### config.mk
export PLATFORM = sky130hd
export DESIGN_NAME = codec_ctrl_serializer
export DESIGN_NICKNAME = d
export VERILOG_FILES = /design/src/rtl/codec_ctrl_serializer.sv
export SDC_FILE = /design/constraint.sdc
export NUM_CORES = 1
export LEC_CHECK = 0
export CAP_MARGIN = 10
export CELL_PAD_IN_SITES_DETAIL_PLACEMENT = 0
export CELL_PAD_IN_SITES_GLOBAL_PLACEMENT = 2
export CORE_MARGIN = 2
export CORE_UTILIZATION = 44
export DETAILED_ROUTE_END_ITERATION = 10
export GPL_ROUTABILITY_DRIVEN = 0
export PLACE_DENSITY = 0.85
export SLEW_MARGIN = 20
export SYNTH_ARGS = -nofsm -noshare
export SYNTH_HDL_FRONTEND = slang
export SYNTH_SLANG_ARGS = --single-unit
### constraint.sdc
create_clock -name clk -period 4.56 [get_ports clk]
set_input_delay 0.684 -clock clk [delete_from_list [all_inputs] [get_ports clk]]
set_output_delay 0.684 -clock clk [all_outputs]
set_load 0.01 [all_outputs]
### src/rtl/codec_ctrl_serializer.sv
// codec_ctrl_serializer: buffers codec register writes in a small FIFO and
// shifts each one out MSB first on an SPI mode-0 control port as a
// {addr[3:0], data[23:0]} frame.
// Optional feature macro: CODEC_SER_PARITY_EN appends an even-parity bit
// after data[0], which makes the frame 29 bits long.
module codec_ctrl_serializer #(
    parameter int FIFO_DEPTH = 4,   // buffered frames, power of 2, >= 2
    parameter int CLK_DIV    = 2,   // clk cycles per sclk half-period, >= 1
    parameter int GAP_CYCLES = 4    // min clk cycles of csn high between frames
) (
    input  logic        clk,
    input  logic        rst,
    input  logic        codec_ce,
    input  logic [3:0]  codec_addr,
    input  logic [23:0] codec_data,
    output logic        spi_sclk,
    output logic        spi_csn,
    output logic        spi_mosi,
    output logic        busy,
    output logic        overflow
);

    localparam int WORD_W = 28;
`ifdef CODEC_SER_PARITY_EN
    localparam int FRAME_W = WORD_W + 1;
`else
    localparam int FRAME_W = WORD_W;
`endif
    localparam int AW      = $clog2(FIFO_DEPTH);
    localparam int DIV_MAX = (CLK_DIV > GAP_CYCLES) ? CLK_DIV : GAP_CYCLES;
    localparam int CW      = $clog2(DIV_MAX + 1);
    localparam int BW      = $clog2(FRAME_W);

    typedef enum logic [2:0] {
        S_IDLE,
        S_SHIFT_LO,
        S_SHIFT_HI,
        S_HOLD,
        S_GAP
    } state_t;

    state_t              r_state;
    state_t              w_state_next;

    logic [WORD_W-1:0]   r_mem [FIFO_DEPTH];
    logic [AW:0]         r_wr_ptr;
    logic [AW:0]         r_rd_ptr;
    logic [AW:0]         w_count;
    logic [AW:0]         w_count_next;
    logic                w_empty;
    logic                w_full;
    logic                w_pop;
    logic                w_push;
    logic                w_drop;
    logic [WORD_W-1:0]   w_pop_word;
    logic [FRAME_W-1:0]  w_load_frame;

    logic [FRAME_W-1:0]  r_shift;
    logic [CW-1:0]       r_div_cnt;
    logic [BW-1:0]       r_bit_cnt;
    logic                w_div_last;
    logic                w_gap_last;
    logic                w_last_bit;
    logic                w_in_frame;

    logic                r_busy;
    logic                r_overflow;

    // FIFO occupancy and handshake. Pointers carry one extra wrap bit so
    // full and empty are distinguishable without a separate counter.
    assign w_count      = r_wr_ptr - r_rd_ptr;
    assign w_empty      = (w_count == '0);
    assign w_full       = (w_count == (AW+1)'(FIFO_DEPTH));
    assign w_pop        = (r_state == S_IDLE) && !w_empty;
    // A pop in the same cycle frees a slot, so a write to a full FIFO still
    // lands when the serializer is taking a word out.
    assign w_push       = codec_ce && (!w_full || w_pop);
    assign w_drop       = codec_ce && w_full && !w_pop;
    assign w_count_next = w_count + (AW+1)'(w_push) - (AW+1)'(w_pop);
    assign w_pop_word   = r_mem[r_rd_ptr[AW-1:0]];

`ifdef CODEC_SER_PARITY_EN
    assign w_load_frame = {w_pop_word, ^w_pop_word};
`else
    assign w_load_frame = w_pop_word;
`endif

    assign w_div_last = (r_div_cnt == CW'(CLK_DIV - 1));
    assign w_gap_last = (r_div_cnt == CW'(GAP_CYCLES - 1));
    assign w_last_bit = (r_bit_cnt == BW'(FRAME_W - 1));

    // FIFO pointers.
    always_ff @(posedge clk) begin
        // NOTE: sequential state uses non-blocking (<=) so every flop samples
        // the pre-edge values of its inputs, independent of statement order.
        if (rst) begin
            r_wr_ptr <= '0;
            r_rd_ptr <= '0;
        end else begin
            if (w_push) r_wr_ptr <= r_wr_ptr + (AW+1)'(1);
            if (w_pop)  r_rd_ptr <= r_rd_ptr + (AW+1)'(1);
        end
    end

    // FIFO storage.
    always_ff @(posedge clk) begin
        // NOTE: the storage array has no reset; stale words are unreachable
        // because the pointers reset, and leaving it out keeps it a plain RAM.
        if (w_push) r_mem[r_wr_ptr[AW-1:0]] <= {codec_addr, codec_data};
    end

    // FSM state register.
    always_ff @(posedge clk) begin
        if (rst) r_state <= S_IDLE;
        else     r_state <= w_state_next;
    end

    // FSM next-state logic.
    always_comb begin
        // NOTE: default assignment first so every path drives the signal and
        // no latch is inferred.
        w_state_next = r_state;
        case (r_state)
            S_IDLE:     if (!w_empty)  w_state_next = S_SHIFT_LO;
            S_SHIFT_LO: if (w_div_last) w_state_next = S_SHIFT_HI;
            S_SHIFT_HI: if (w_div_last) w_state_next = w_last_bit ? S_HOLD : S_SHIFT_LO;
            S_HOLD:     if (w_div_last) w_state_next = S_GAP;
            S_GAP:      if (w_gap_last) w_state_next = S_IDLE;
            default:    w_state_next = S_IDLE;
        endcase
    end

    // FSM outputs: decoded from registered state, so they never glitch
    // relative to clk. mosi is forced low outside a frame.
    always_comb begin
        w_in_frame = (r_state == S_SHIFT_LO) || (r_state == S_SHIFT_HI) ||
                     (r_state == S_HOLD);
        spi_sclk   = (r_state == S_SHIFT_HI);
        spi_csn    = !w_in_frame;
        spi_mosi   = w_in_frame ? r_shift[FRAME_W-1] : 1'b0;
    end

    // Shared divider, bit counter and shift register. The divider restarts
    // on every state change; the shift only advances on the sclk falling
    // transition so mosi is stable across each high phase.
    always_ff @(posedge clk) begin
        if (rst) begin
            r_div_cnt <= '0;
            r_bit_cnt <= '0;
            r_shift   <= '0;
        end else begin
            if (r_state == S_IDLE || w_state_next != r_state) r_div_cnt <= '0;
            else                                               r_div_cnt <= r_div_cnt + CW'(1);

            if (w_pop) begin
                r_shift   <= w_load_frame;
                r_bit_cnt <= '0;
            end else if (r_state == S_SHIFT_HI && w_div_last && !w_last_bit) begin
                r_shift   <= r_shift << 1;
                r_bit_cnt <= r_bit_cnt + BW'(1);
            end
        end
    end

    // Status flags: busy looks one cycle ahead so it is registered yet
    // drops exactly when the FSM returns to IDLE with nothing queued.
    always_ff @(posedge clk) begin
        if (rst) begin
            r_busy     <= 1'b0;
            r_overflow <= 1'b0;
        end else begin
            r_busy <= (w_count_next != '0) || (w_state_next != S_IDLE);
            if (w_drop) r_overflow <= 1'b1;
        end
    end

    assign busy     = r_busy;
    assign overflow = r_overflow;

endmodule

==> impl_results.md <==
* Max clock buf depth at 2
* Filler Cell Count at 1214
* Arrival time at the worst endpoint at 3.67 ns
* Share of total power in sequential cells at 42.6%
* Clock share of power at 27.2%
* Insertion delay to the later sink of the worst-skew pair at 0.41 ns
* CTS tree: yes
* Layout area overhead at 15.0%
* Register area share after synthesis at 65.5%
* Asr flop ratio synth at 0%
* Vias in the first global route at 3641
* Fin crit period at 3.40 ns
* Maxcap violations at 0
* Number of H-tree levels at 4
* CTS Buf Count at 17
* Synth Register Bits at 161
* Port Buffers at 35
* CTS root buf: clkbuf_16
* Ys Warns at 0
* Setup_tns at 0 ns
* Post-cts sizing count at 0
* Post-synthesis average cell area at 15.4 um2
* GRT busiest layer: met2
* Initial drt markers at 208
* Final period util at 74.5%
* Avg WL per Cell at 16.8 um
* Met1 GRT Util at 18.4%
* PD cells at 604 mW/mm2
* Ys flop type: edfxtp_1
* Met3 GRT Util at 3.88%
* Die height at 127 um
* Switching share of power at 30.7%
* Worst EP required at 4.83 ns
* Crit path top cell by count: ha_1
* Logic pwr share at 30.3%
* GRT Residual Overflow at 0
* # Post-CTS Setup Buffers at 0
* Mapped Area at 0.00663 mm2
* Status: finished clean
* Achievable Freq at 0.294 GHz
* Pint at 0.00319 W
* Crit. End Element: flip-flop
* Clock Sinks at 161
* Crit path max fanout at 6
* Startpoint types: flip-flop
* Met2 Resource Use GR at 25.2%
* Number of synthesized flops with an enable pin at 112
* Via Count at 3563
* RSZ-0062 raised after global routing: no
* Nets@finish at 511
* Clk slew on worst S/H paths at 0.06 ns
* DRC at 0
* Share of cells above drive strength 1 at 20.3%
* Total power at 0.00461 W
* Die area at 0.0161 mm2
* Netlist cell types at 49
* Leakage power at 2.50 nW
* Slew @ Worst Pin at 0.732 ns
* Worst Skew at 0.00620 ns
* Initial antenna violation count at 0
* Worst path cell trace: inv_1 -> ha_1 -> fa_1 -> nand2_1 -> nor3_2 -> nor2b_2 -> inv_2 -> ha_1 -> inv_1 -> ha_1 -> fa_1 -> xor2_1 -> xnor2_1 -> and4_1 -> a31oi_1
* Hold_buf cts at 0
* Width of the die at 127 um
* Dpl hpwl at 6450 um
* CP peak stage delay at 0.53 ns
* Worst slew margin at 51.2%
* Routed Antenna Nets at 0
* Largest net degree at the start of global routing at 59
* Final Util at 52.1%
* Initial core utilization at 45.3%
* FP Rows at 44
* Sw power at 0.00141 W
* Fin. Hold Viols at 0
* First-pass GRT wire length at 18300 um
* Final Max Slew Viols at 0
* Setup Crit Path Kind: reg2reg
* Critical-path top delay cell: fa_1
* Via density at 5.37
* Endpoints failing setup at 0
* WL final at 11200 um
* Post-synthesis cell count at 431
* Pre-antenna DRT Iters at 4
* Placeable core area at 0.0146 mm2
* Ant. Diodes at 0
* Mapped Nets at 476
* GRT Total Usage at 15.1%
* Min-delay worst type: reg2reg
* Peak VDD IR at 449 uV
* Ports at 36
-- final timing paths --
check	startpoint	endpoint	slack, ns	cells after the start
worst max-delay path	r_wr_ptr[0]$_SDFFE_PP0P_	busy$_SDFF_PP0_	1.16	15
worst min-delay path	r_div_cnt[0]$_SDFF_PP0_	r_div_cnt[0]$_SDFF_PP0_	0.46	1
worst max register to register	r_wr_ptr[0]$_SDFFE_PP0P_	busy$_SDFF_PP0_	1.16	15
worst min register to register	r_div_cnt[0]$_SDFF_PP0_	r_div_cnt[0]$_SDFF_PP0_	0.46	1
-- power by group through the flow --
stage          Combinational (W)  Clock (W)  Sequential, W
2_1_floorplan            0.00126          0        0.00190
3_3_place_gp             0.00139          0        0.00199
3_5_place_dp             0.00142          0        0.00199
4_1_cts                  0.00143    0.00128        0.00197
5_1_grt                  0.00154    0.00135        0.00200
6_report                 0.00139    0.00125        0.00196
-- area by class of cell --
| type | count | area (um2) | share of cell area [%] |
|---|---|---|---|
| inverters | 12 | 45.0 | 0.590 |
| flip-flops and latches | 161 | 4350 | 57.0 |
| multi-input cells | 232 | 2080 | 27.2 |
| clock inverters | 7 | 33.8 | 0.443 |
| clock buffers | 25 | 495 | 6.49 |
| well taps | 184 | 230 | 3.02 |
| repair buffers | 42 | 400 | 5.25 |
-- placed cells by master, fill, tap and decap left out, types with 2 or more instances in the layout --
cell and instances:
buf_4 8, a21oi_1 8, nand4_1 3, xor2_1 4, a31oi_1 2, dfxtp_1 48
nand2b_1 2, xnor2_1 4, mux4_2 28, a311oi_2 25, nor3_2 2, mux2i_1 2
nor2_1 39, inv_2 2, clkinv_2 3, o21ai_1 2, nand2_1 59, clkdlybuf4s50_1 34
nand3_1 3, nor2_2 2, ha_1 12, clkbuf_1 4, clkbuf_16 17, clkbuf_8 4
fa_1 2, or3_1 2, clkinv_1 3, and2_1 6, and3b_1 2, inv_1 10
edfxtp_1 112, nor4_1 3, o21ai_0 2
-- worst max-delay path: cells and delay by family (launching register included) --
family | cells | cell delay [ns]
compound gates | 1 | 0.08
buf+inv | 3 | 0.24
simple gates | 4 | 0.66
fa+ha+maj | 5 | 1.59
xor+xnor | 2 | 0.32
flops | 1 | 0.36
-- per-layer routing --
| metal | vias to the layer above | share of wire [%] |
|---|---|---|
| li1 | 1689 | - |
| met1 | 1802 | 44 |
| met2 | 63 | 51 |
| met3 | 9 | 3.7 |
| met4 | 0 | 1.3 |
| met5 | - | 0 |
-- through the flow --
step	hold WS (ns)	instance area [um2]	cells	setup WS, ns
global route	0.487	7630	663	0.925
global placement	0.448	7090	631	1.25
finish	0.464	7630	663	1.16
floorplan	0.437	6630	431	1.32
CTS	0.474	7620	663	1.10
detailed placement	0.466	7090	631	1.12
-- Yosys cell counts, types with 4 or more instances --
cell type    n  area [um2]
a21oi_1      8        40.0
a311oi_2    25         375
and2_1       6        37.5
buf_2        5        25.0
buf_4        8        60.1
buf_6        5        56.3
clkbuf_1     7        26.3
dfxtp_1     49         981
edfxtp_1   112        3360
ha_1        12         150
inv_1       10        37.5
mux4_2      28         631
nand2_1     59         221
nor2_1      40         150
xnor2_1      4        35.0
xor2_1       4        35.0
-- state kept, by name, summed over array words and instances (netlist names), named ones only --
signal	flops
r_div_cnt	3
r_state	3
overflow	1
r_wr_ptr	3
busy	1
r_mem	112
r_shift	28
r_rd_ptr	3
r_bit_cnt	5
-- kinds of logic (layout without fill, tap and decap cells) --
logic type	count (synthesis)	after routing	share of synthesized area, %
xor gates and xnor gates	10	10	1.75
and+or+nand+nor	131	131	8.98
adders and majority gates	14	14	2.87
buffers and inverters	38	86	3.28
muxes	30	30	9.81
DFF	161	161	65.5
AOI/OAI and AO/OA	47	47	7.83
No activity file was read; power rests on OpenSTA's default activity.
